--- config.mk ---
export PLATFORM = sky130hd
export DESIGN_NAME = agex_muldiv_unit
export DESIGN_NICKNAME = d
export VERILOG_FILES = /design/src/rtl/agex_muldiv_unit.sv
export SDC_FILE = /design/constraint.sdc
export NUM_CORES = 2
export LEC_CHECK = 0
export ABC_AREA = 1
export CAP_MARGIN = 40
export CORE_UTILIZATION = 65
export DETAILED_ROUTE_END_ITERATION = 8
export HOLD_SLACK_MARGIN = 0.05
export PLACE_DENSITY = 0.84
export SYNTH_ARGS = -nofsm -noshare
export SYNTH_HDL_FRONTEND = slang
export SYNTH_SLANG_ARGS = --single-unit
--- constraint.sdc ---
create_clock -name clk -period 12.8 [get_ports clk]
set_clock_uncertainty 0.15 [all_clocks]
set_input_delay 1.92 -clock clk [delete_from_list [all_inputs] [get_ports clk]]
set_output_delay 1.92 -clock clk [all_outputs]
set_load 0.1 [all_outputs]
--- src/rtl/agex_muldiv_unit.sv ---
// RV32M multiply/divide unit for the AGEX stage. It accepts one M-op over a valid/ready
// handshake and holds the pipeline until the result is taken. Multiplies finish after a
// fixed latency. Divides are radix-2 restoring, with a fast path for the divide special cases.
module agex_muldiv_unit #(
    parameter int unsigned XLEN        = 32,
    parameter int unsigned MUL_LATENCY = 3,
    parameter int unsigned TAG_W       = 32
) (
    input  logic             clk,
    input  logic             reset,
    input  logic             in_valid,
    output logic             in_ready,
    input  logic [2:0]       in_op,
    input  logic [XLEN-1:0]  in_rs1,
    input  logic [XLEN-1:0]  in_rs2,
    input  logic [4:0]       in_rd,
    input  logic [TAG_W-1:0] in_tag,
    input  logic             flush,
    output logic             out_valid,
    input  logic             out_ready,
    output logic [XLEN-1:0]  out_result,
    output logic [4:0]       out_rd,
    output logic [TAG_W-1:0] out_tag,
    output logic             busy
);

    localparam int unsigned CntW = $clog2(XLEN + 1);

    typedef enum logic [1:0] {StIdle, StMul, StDiv, StDone} state_e;

    state_e            state_q, state_d;
    logic [CntW-1:0]   cnt_q, cnt_d;
    logic [XLEN-1:0]   result_q, result_d;
    logic [4:0]        rd_q, rd_d;
    logic [TAG_W-1:0]  tag_q, tag_d;
    logic [XLEN-1:0]   rem_q, rem_d;
    logic [XLEN-1:0]   quo_q, quo_d;
    logic [XLEN-1:0]   dvsr_q, dvsr_d;
    logic              qneg_q, qneg_d;
    logic              rneg_q, rneg_d;
    logic              isrem_q, isrem_d;

    logic              accept;
    logic              mul_sa, mul_sb;
    logic [2*XLEN-1:0] mul_a, mul_b, mul_p;
    logic [XLEN-1:0]   mul_res;
    logic              div_signed, neg_a, neg_b, div_zero, div_ovf;
    logic [XLEN-1:0]   mag_a, mag_b;
    logic [XLEN:0]     step_sh, step_diff;
    logic              step_ge;
    logic [XLEN-1:0]   step_rem, step_quo, fin_q, fin_r, fin;

    // Multiply is formed directly from the issued operands; the latency counter only
    // delays its presentation.
    always_comb begin
        mul_sa  = (in_op[1:0] != 2'd3);
        mul_sb  = (in_op[1] == 1'b0);
        mul_a   = {{XLEN{mul_sa & in_rs1[XLEN-1]}}, in_rs1};
        mul_b   = {{XLEN{mul_sb & in_rs2[XLEN-1]}}, in_rs2};
        mul_p   = mul_a * mul_b;
        mul_res = (in_op[1:0] == 2'd0) ? mul_p[XLEN-1:0] : mul_p[2*XLEN-1:XLEN];
    end

    // Divide operand preparation and special-case detection at issue time.
    always_comb begin
        div_signed = ~in_op[0];
        neg_a      = div_signed & in_rs1[XLEN-1];
        neg_b      = div_signed & in_rs2[XLEN-1];
        mag_a      = neg_a ? -in_rs1 : in_rs1;
        mag_b      = neg_b ? -in_rs2 : in_rs2;
        div_zero   = (in_rs2 == '0);
        div_ovf    = div_signed && (in_rs1 == {1'b1, {(XLEN-1){1'b0}}}) && (in_rs2 == '1);
    end

    // One restoring-division step, plus the sign fixup applied on the final step.
    always_comb begin
        step_sh   = {rem_q, quo_q[XLEN-1]};
        step_diff = step_sh - {1'b0, dvsr_q};
        step_ge   = ~step_diff[XLEN];
        step_rem  = step_ge ? step_diff[XLEN-1:0] : step_sh[XLEN-1:0];
        step_quo  = {quo_q[XLEN-2:0], step_ge};
        fin_q     = qneg_q ? -step_quo : step_quo;
        fin_r     = rneg_q ? -step_rem : step_rem;
        fin       = isrem_q ? fin_r : fin_q;
    end

    // Next-state and datapath update; flush overrides everything.
    always_comb begin
        state_d  = state_q;
        cnt_d    = cnt_q;
        result_d = result_q;
        rd_d     = rd_q;
        tag_d    = tag_q;
        rem_d    = rem_q;
        quo_d    = quo_q;
        dvsr_d   = dvsr_q;
        qneg_d   = qneg_q;
        rneg_d   = rneg_q;
        isrem_d  = isrem_q;
        accept   = in_valid && (state_q == StIdle) && !flush;

        case (state_q)
            StIdle: begin
                if (accept) begin
                    rd_d  = in_rd;
                    tag_d = in_tag;
                    if (!in_op[2]) begin
                        result_d = mul_res;
                        cnt_d    = CntW'(MUL_LATENCY - 1);
                        state_d  = (MUL_LATENCY == 1) ? StDone : StMul;
                    end else begin
                        isrem_d = in_op[1];
                        if (div_zero) begin
                            result_d = in_op[1] ? in_rs1 : '1;
                            state_d  = StDone;
                        end else if (div_ovf) begin
                            result_d = in_op[1] ? '0 : in_rs1;
                            state_d  = StDone;
                        end else begin
                            quo_d   = mag_a;
                            rem_d   = '0;
                            dvsr_d  = mag_b;
                            qneg_d  = neg_a ^ neg_b;
                            rneg_d  = neg_a;
                            cnt_d   = CntW'(XLEN);
                            state_d = StDiv;
                        end
                    end
                end
            end
            StMul: begin
                if (cnt_q == CntW'(1)) begin
                    state_d = StDone;
                end else begin
                    cnt_d = cnt_q - CntW'(1);
                end
            end
            StDiv: begin
                rem_d = step_rem;
                quo_d = step_quo;
                cnt_d = cnt_q - CntW'(1);
                if (cnt_q == CntW'(1)) begin
                    result_d = fin;
                    state_d  = StDone;
                end
            end
            StDone: begin
                if (out_ready) begin
                    state_d = StIdle;
                end
            end
            default: state_d = StIdle;
        endcase

        if (flush) begin
            state_d = StIdle;
        end
    end

    // State and datapath registers with synchronous reset.
    always_ff @(posedge clk) begin
        if (reset) begin
            state_q  <= StIdle;
            cnt_q    <= '0;
            result_q <= '0;
            rd_q     <= '0;
            tag_q    <= '0;
            rem_q    <= '0;
            quo_q    <= '0;
            dvsr_q   <= '0;
            qneg_q   <= 1'b0;
            rneg_q   <= 1'b0;
            isrem_q  <= 1'b0;
        end else begin
            state_q  <= state_d;
            cnt_q    <= cnt_d;
            result_q <= result_d;
            rd_q     <= rd_d;
            tag_q    <= tag_d;
            rem_q    <= rem_d;
            quo_q    <= quo_d;
            dvsr_q   <= dvsr_d;
            qneg_q   <= qneg_d;
            rneg_q   <= rneg_d;
            isrem_q  <= isrem_d;
        end
    end

    assign in_ready   = (state_q == StIdle);
    assign busy       = (state_q != StIdle);
    assign out_valid  = (state_q == StDone);
    assign out_result = result_q;
    assign out_rd     = rd_q;
    assign out_tag    = tag_q;

endmodule

## Word level (Yosys, flattened, before mapping)

Cells that the tools add are included.

| cells by class | value |
|---|---|
| add/sub/neg operators | 6 |
| multipliers | 1 |
| div/mod/pow operators | 0 |
| magnitude comparators | 0 |
| equality and inequality tests | 18 |
| shifts and indexed selects | 0 |
| muxes and demuxes | 38 |
| bitwise logic cells | 10 |
| reduce and logical (&&, ||, !) cells | 20 |

Operators with widths:

| cell | count |
|---|---|
| 2-to-1 mux 32 bit | 22 |
| case mux 32 bit (2 select lines) | 3 |
| negator 32 bit | 4 |
| equality test 32 bit, second input constant | 2 |
| multiplier 33 x 33 -> 64 bit | 1 |
| subtractor 33 x 32 -> 33 bit | 1 |
| logical NOT 32 bit | 1 |
| 2-to-1 mux 6 bit | 5 |
| case mux 6 bit (3 select lines) | 1 |
| AND reduction 5 bit | 3 |
| inequality test 2 bit, second input constant | 5 |
| 2-to-1 mux 2 bit | 4 |
| inequality test 2 x 1 -> 1 bit, second input constant | 4 |
| equality test 6 x 1 -> 1 bit, second input constant | 1 |
| inequality test 3 bit, second input constant | 2 |
| case mux 2 bit (3 select lines) | 1 |
| AND reduction 3 bit | 2 |
| subtractor 6 x 1 -> 6 bit, second input constant | 1 |
| inverter 1 bit | 5 |
| bitwise AND 1 bit | 4 |
| equality test 2 bit, second input constant | 2 |
| logical AND 1 bit | 4 |
| logical NOT 2 bit | 2 |
| inequality test 4 x 2 -> 1 bit, second input constant | 1 |
| other kinds (9) | 12 |

| word-level totals | value |
|---|---|
| flip-flop bits (word level) | 176 |
| bits in latches | 0 |
| RAM bits | 0 |
| memory bits (read-only) | 0 |
| bits of input ports | 109 |
| output and inout port bits | 72 |
| word-level logic and storage cells | 104 |
| memories | 0 |

## Depth between registers and ports, before layout

| depth | value |
|---|---|
| word-level depth | 8 |
| depth in mapped cells | 41 |
| depth with buffers taken out | 40 |

## Least setup slack after synthesis

Ideal clock, no wire load.

| timing | value |
|---|---|
| path type | input to register |
| start point | in in_rs1[31] |
| end point | reg result_q[31], in the netlist out_result[31] |
| library setup time | 70 ps |
| data arrival time | 9648 ps |
| required time | 12580 ps |
| path slack | 2931 ps |
| stages on the path | 33 |
| path buffers | 2 |
| cells stage by stage | clkbuf_1 -> nand2_1 -> nand2_1 -> clkinv_1 -> clkbuf_1 -> nor2_1 -> fa_1 -> inv_1 -> fa_1 -> inv_1 -> fa_1 -> inv_1 -> fa_1 -> inv_1 -> fa_1 -> fa_1 -> inv_1 -> fa_1 -> fa_1 -> inv_1 -> ha_1 -> a21oi_1 -> o21ai_0 -> a21oi_1 -> o21ai_0 -> a21oi_1 -> o211ai_1 -> xor2_1 -> o22ai_1 -> nand2_1 -> a21oi_1 -> nand2_1 -> a21oi_1 |

| between the ends | value |
|---|---|
| longest elaborated chain between the ends | 6 |
| elaborated cells between the ends (all ways) | 15 |
| classes of those cells | 1 x mul; 2 x eq/ne; 8 x mux; 1 x bitwise; 3 x reduce/logical |

Ends and longest elaborated chain:

| element | RTL line | RTL |
|---|---|---|
| from (decl) | 14 | `input logic [XLEN-1:0] in_rs1,` |
| bitwise AND 1 bit / 2-to-1 mux 32 bit (equally long branches) | 58, 117 |  |
| multiplier 33 x 33 -> 64 bit / 2-to-1 mux 32 bit (equally long branches) | 60, 116 |  |
| 2-to-1 mux 32 bit, on equally long branches | 61, 113 |  |
| 2-to-1 mux 32 bit | 107 | `if (!in_op[2]) begin` |
| 2-to-1 mux 32 bit | 104 | `if (accept) begin` |
| case mux 32 bit (2 select lines) | 102 | `case (state_q)` |
| to (signal assigned) | 177 | `result_q <= result_d;` |
| to (decl) | 33 | `logic [XLEN-1:0] result_q, result_d;` |

Parallel ways exist; a longest one is shown, timed or not. The select of a mux whose other input is x is not followed.
A chain may end at the register's enable or synchronous reset.

## Final worst setup path

| timing | value |
|---|---|
| start point | in in_rs2[31] |
| end point | reg result_q[14], in the netlist out_result[14] |

| between the ends | value |
|---|---|
| longest elaborated chain between the ends | 6 |
| elaborated cells between the ends (all ways) | 12 |
| classes of those cells | 1 x mul; 2 x eq/ne; 5 x mux; 1 x bitwise; 3 x reduce/logical |

Ends and longest elaborated chain:

| element | RTL line | RTL |
|---|---|---|
| from (decl) | 15 | `input logic [XLEN-1:0] in_rs2,` |
| bitwise AND 1 bit | 59 | `mul_b = {{XLEN{mul_sb & in_rs2[XLEN-1]}}, in_rs2};` |
| multiplier 33 x 33 -> 64 bit | 60 | `mul_p = mul_a * mul_b;` |
| 2-to-1 mux 32 bit | 61 | `mul_res = (in_op[1:0] == 2'd0) ? mul_p[XLEN-1:0] : mul_p[2*XLEN-1:XLEN];` |
| 2-to-1 mux 32 bit | 107 |  |
| 2-to-1 mux 32 bit | 104 |  |
| case mux 32 bit (2 select lines) | 102 |  |

Parallel ways exist; a longest one is shown, timed or not. The select of a mux whose other input is x is not followed.

==> results.md <==
Route:
- The number of nets still failing antenna checks after routing is 0.
- The number of remaining DRC errors is 0.
- The total via count after detailed routing is 49580.
- The first detailed-routing pass took 6 iterations.
- The detailed router's first-iteration violation count is 5384.
- Wires add up to 188200 um.
- The wire length per cell after detailed routing is 22.35 um.
- In the routed layout, each cell is associated on average with a via count of 5.890.

Logic synthesis:
- The synthesized instance count is 7306.
- The total of flip-flops plus latches after synthesis is 176.
- The number of distinct library cells after synthesis is 56.
- The post-synth net total is 8796.
- In this run, synthesis inferred 0 flip-flops with an integrated enable.
- The area of the mapped netlist is 53580 um^2.
- The leading area contributor after synthesis is sky130_fd_sc_hd__fa_1.
- Sequential elements use 6.576% of the synthesized area.
- The area share of the leading cell type in the synthesized netlist is 42.07%.
- The post-synthesis average cell area is 7.334 um^2.
- Yosys attributes the largest share of cell area to sky130_fd_sc_hd__fa_1 42%, sky130_fd_sc_hd__nand2_1 13%, sky130_fd_sc_hd__inv_1 13%.
- In the synthesized netlist, the cells that appear most often are 1866 x sky130_fd_sc_hd__nand2_1, 1824 x sky130_fd_sc_hd__inv_1, 1126 x sky130_fd_sc_hd__fa_1.
- The fraction of synthesis flops using an asynchronous set or reset pin is 0%.
- The dominant cell by count in the synthesized netlist is sky130_fd_sc_hd__nand2_1.
- For this run, the number of Yosys warnings is 0.
- The most instantiated flip-flop cell in the synthesis netlist is sky130_fd_sc_hd__dfxtp_1.

Floorplan:
- After floorplanning, the core was sized to cover 81070 um^2.
- The cell row count is 104.
- The die covers 83590 um^2.
- In this run the horizontal extent of the chip is 289.1 um.
- The count of pins on the block boundary is 181.
- The starting density of the core is 66.10%.
- The die boundary height is 289.1 um.

GRT:
- Global routing consumed, over all layers together, 46.46% of the routing resources.
- The wire length of the first global-routing pass is 291500 um.
- The via count of the first global-routing pass is 51600.
- The largest net degree at the start of global routing is 73.
- The number of antenna violations at the first check in global routing is 10.
- Global routing finished with a remaining overflow of 0.

Worst setup path:
- The critical path start-end classification is input pin to flop.
- The largest fanout on the critical path is 9.
- The sort of element at the start of the critical path is an input pin.
- Among the stages of the critical path, the cell type that occurs most often is sky130_fd_sc_hd__fa_1.
- Broken down by cell family, the worst path's largest delay share belongs to adder cells.
- The endpoint class of the critical path is a flop.
- The longest individual stage delay on the worst path is 640 ps.
- The endpoint required time on the critical path is 12990 ps.
- The worst path buffer plus inverter count is 7.
- Data arrives at the worst endpoint at 11580 ps.
- The library cell contributing the largest single delay on the critical path is sky130_fd_sc_hd__o21ai_0.

Timing:
- The number of hold violations in the final report came to 0.
- The final number of setup-violating endpoints is 0.
- Summed over all failing endpoints, the final setup total negative slack is 0 ps.
- Setup repair after global routing left no endpoint under its margin.
- Measured against its own limit, the worst slew margin works out to 36.19%.
- The transition time of the tightest slew-check pin is 954.2 ps.
- Static timing analysis puts the maximum clock frequency at 87.80 MHz.
- The final critical path time including I/O delays and setup is 11390 ps.
- The share of the clock period used by the worst path is 88.98%.
- The number of max-slew violations in the final report came to 0.

Outcome:
- The flow ran to the end, and the final reports show no timing, DRC or antenna violations.

Finish:
- The ratio of cells with drive above 1 in the final layout is 4.967%.
- The net count of the finished layout is 8826.
- The area growth from synthesis to final layout is 8.717%.
- Across the whole layout, storage elements account for 3523 um^2.
- The count of filler cells inserted in the layout is 6307.
- The area of the multi-input gates is 41670 um^2.

Place:
- The HPWL after detailed placement is 155000 um.
- The weighted congestion at the end of routability-driven global placement is 1.102.
- The count of port buffers added during placement is 180.

Job:
- The tool flagged a number of max-cap violations equal to 0.

Clocking:
- The CTS buffer count is 17.
- The TritonCTS sink count is 176.
- The number of gates given a new drive strength after cts is 0.
- The H-tree depth reported by CTS is 4.
- The source-to-sink clock delay at the later pin of the worst-skew pair is 480 ps.
- The TritonCTS clock tree is done.
- The number of hold-repair buffers added at the cts stage is 0.
- After clock tree synthesis, the setup repair step added 0 buffers.
- The longest clock path from root to sink contains 2 buffers.
- Clock-pin slew was measured on the worst setup and hold paths at 80 ps.
- The cell at the root of the clock tree is sky130_fd_sc_hd__clkbuf_16.

Worst hold path:
- The type of the most critical hold path is flop to flop.
registers in the layout, indices dropped and copies added, names as in the netlist, 2 cells and up:
register	cells
out_rd	5
out_tag	32
out_result	32
cnt_q	6
rem_q	32
dvsr_q	32
state_q	2
quo_q	32
routing by layer:
metal	part of all wire (%)	track usage (%)	up-vias	wire length [um]
met5	0.076	0	-	143
met4	7.1	28.83	8	13360
met3	12	13.04	839	22290
met2	46	73.76	3329	87090
met1	35	56.18	24020	65290
li1	-	-	21390	-
worst paths after layout:
path	cells after the start	end	start	slack, ps
worst min register to register	2	dvsr_q[21]$_SDFFE_PP0P_	dvsr_q[21]$_SDFFE_PP0P_	320
worst max register to register	30	out_result[30]$_SDFFE_PP0P_	dvsr_q[0]$_SDFFE_PP0P_	6960
worst min-delay path	2	dvsr_q[21]$_SDFFE_PP0P_	dvsr_q[21]$_SDFFE_PP0P_	320
worst max-delay path	29	out_result[14]$_SDFFE_PP0P_	in_rs2[31]	1410
area by class of cell:
cell class                 instances  share of cell area (%)
timing repair buffer             385                   7.255
antenna                            9                 0.03866
clock buffer                      19                  0.7432
multi-input combinational       4916                   71.53
clock inverter                    13                  0.2534
sequential                       176                   6.048
inverter                        1840                   11.86
tap                             1060                   2.277
through the flow:
step / hold WS [ps] / cell area [um^2] / setup slack (ps) / utilization [%] / instances
CTS: 323.0 / 58200 / 1662 / 71.79 / 8407
floorplan: 280.2 / 53580 / 2931 / - / 7306
global route: 350.8 / 58250 / 1045 / 71.85 / 8415
detailed placement: 313.0 / 57620 / 1191 / 71.08 / 8375
finish: 324.6 / 58250 / 1410 / 71.86 / 8418
global placement: 299.9 / 55970 / 1306 / 69.04 / 8292
kinds of logic (layout without fill, tap and decap cells):
kind of cell	count (synthesis)	count (layout)	synth area share, %
AOI/OAI and AO/OA	786	786	7.979
xor gates and xnor gates	104	104	1.700
adders and majority gates	1387	1387	48.14
buffers and inverters	2214	2257	15.70
DFF	176	176	6.576
other	0	9	0
and+or+nand+nor	2639	2639	19.91
placed cells by master (no fill, tap or decap), types with 9 or more instances in the layout:
master and instances:
sky130_fd_sc_hd__diode_2 9, sky130_fd_sc_hd__xnor2_1 40, sky130_fd_sc_hd__nand2_1 1866, sky130_fd_sc_hd__nor3_1 48, sky130_fd_sc_hd__inv_1 1824, sky130_fd_sc_hd__fa_1 1126
sky130_fd_sc_hd__or2_2 14, sky130_fd_sc_hd__buf_16 31, sky130_fd_sc_hd__o21bai_1 13, sky130_fd_sc_hd__nand3_1 166, sky130_fd_sc_hd__nor2_1 404, sky130_fd_sc_hd__ha_1 254
sky130_fd_sc_hd__a21oi_1 332, sky130_fd_sc_hd__buf_4 120, sky130_fd_sc_hd__nor4_1 13, sky130_fd_sc_hd__dfxtp_1 176, sky130_fd_sc_hd__a21o_1 10, sky130_fd_sc_hd__nand4_1 42
sky130_fd_sc_hd__nor2_2 9, sky130_fd_sc_hd__o21ai_0 309, sky130_fd_sc_hd__buf_8 50, sky130_fd_sc_hd__xor2_1 64, sky130_fd_sc_hd__nand2_2 29, sky130_fd_sc_hd__clkbuf_16 17
sky130_fd_sc_hd__a31oi_1 30, sky130_fd_sc_hd__o21a_1 9, sky130_fd_sc_hd__o211ai_1 32, sky130_fd_sc_hd__buf_2 31, sky130_fd_sc_hd__clkdlybuf4s50_1 148, sky130_fd_sc_hd__inv_2 13
worst register-to-register path, delay by kind of cell, from the launching register on:
family	cells	cell delay (ps)
flops	1	420
simple gates	18	2850
compound gates	5	840
fa+ha+maj	3	1040
buf+inv	4	490
Power is not shown: default switching activity piles up to over one toggle a cycle in this logic, so the estimate is an artifact.
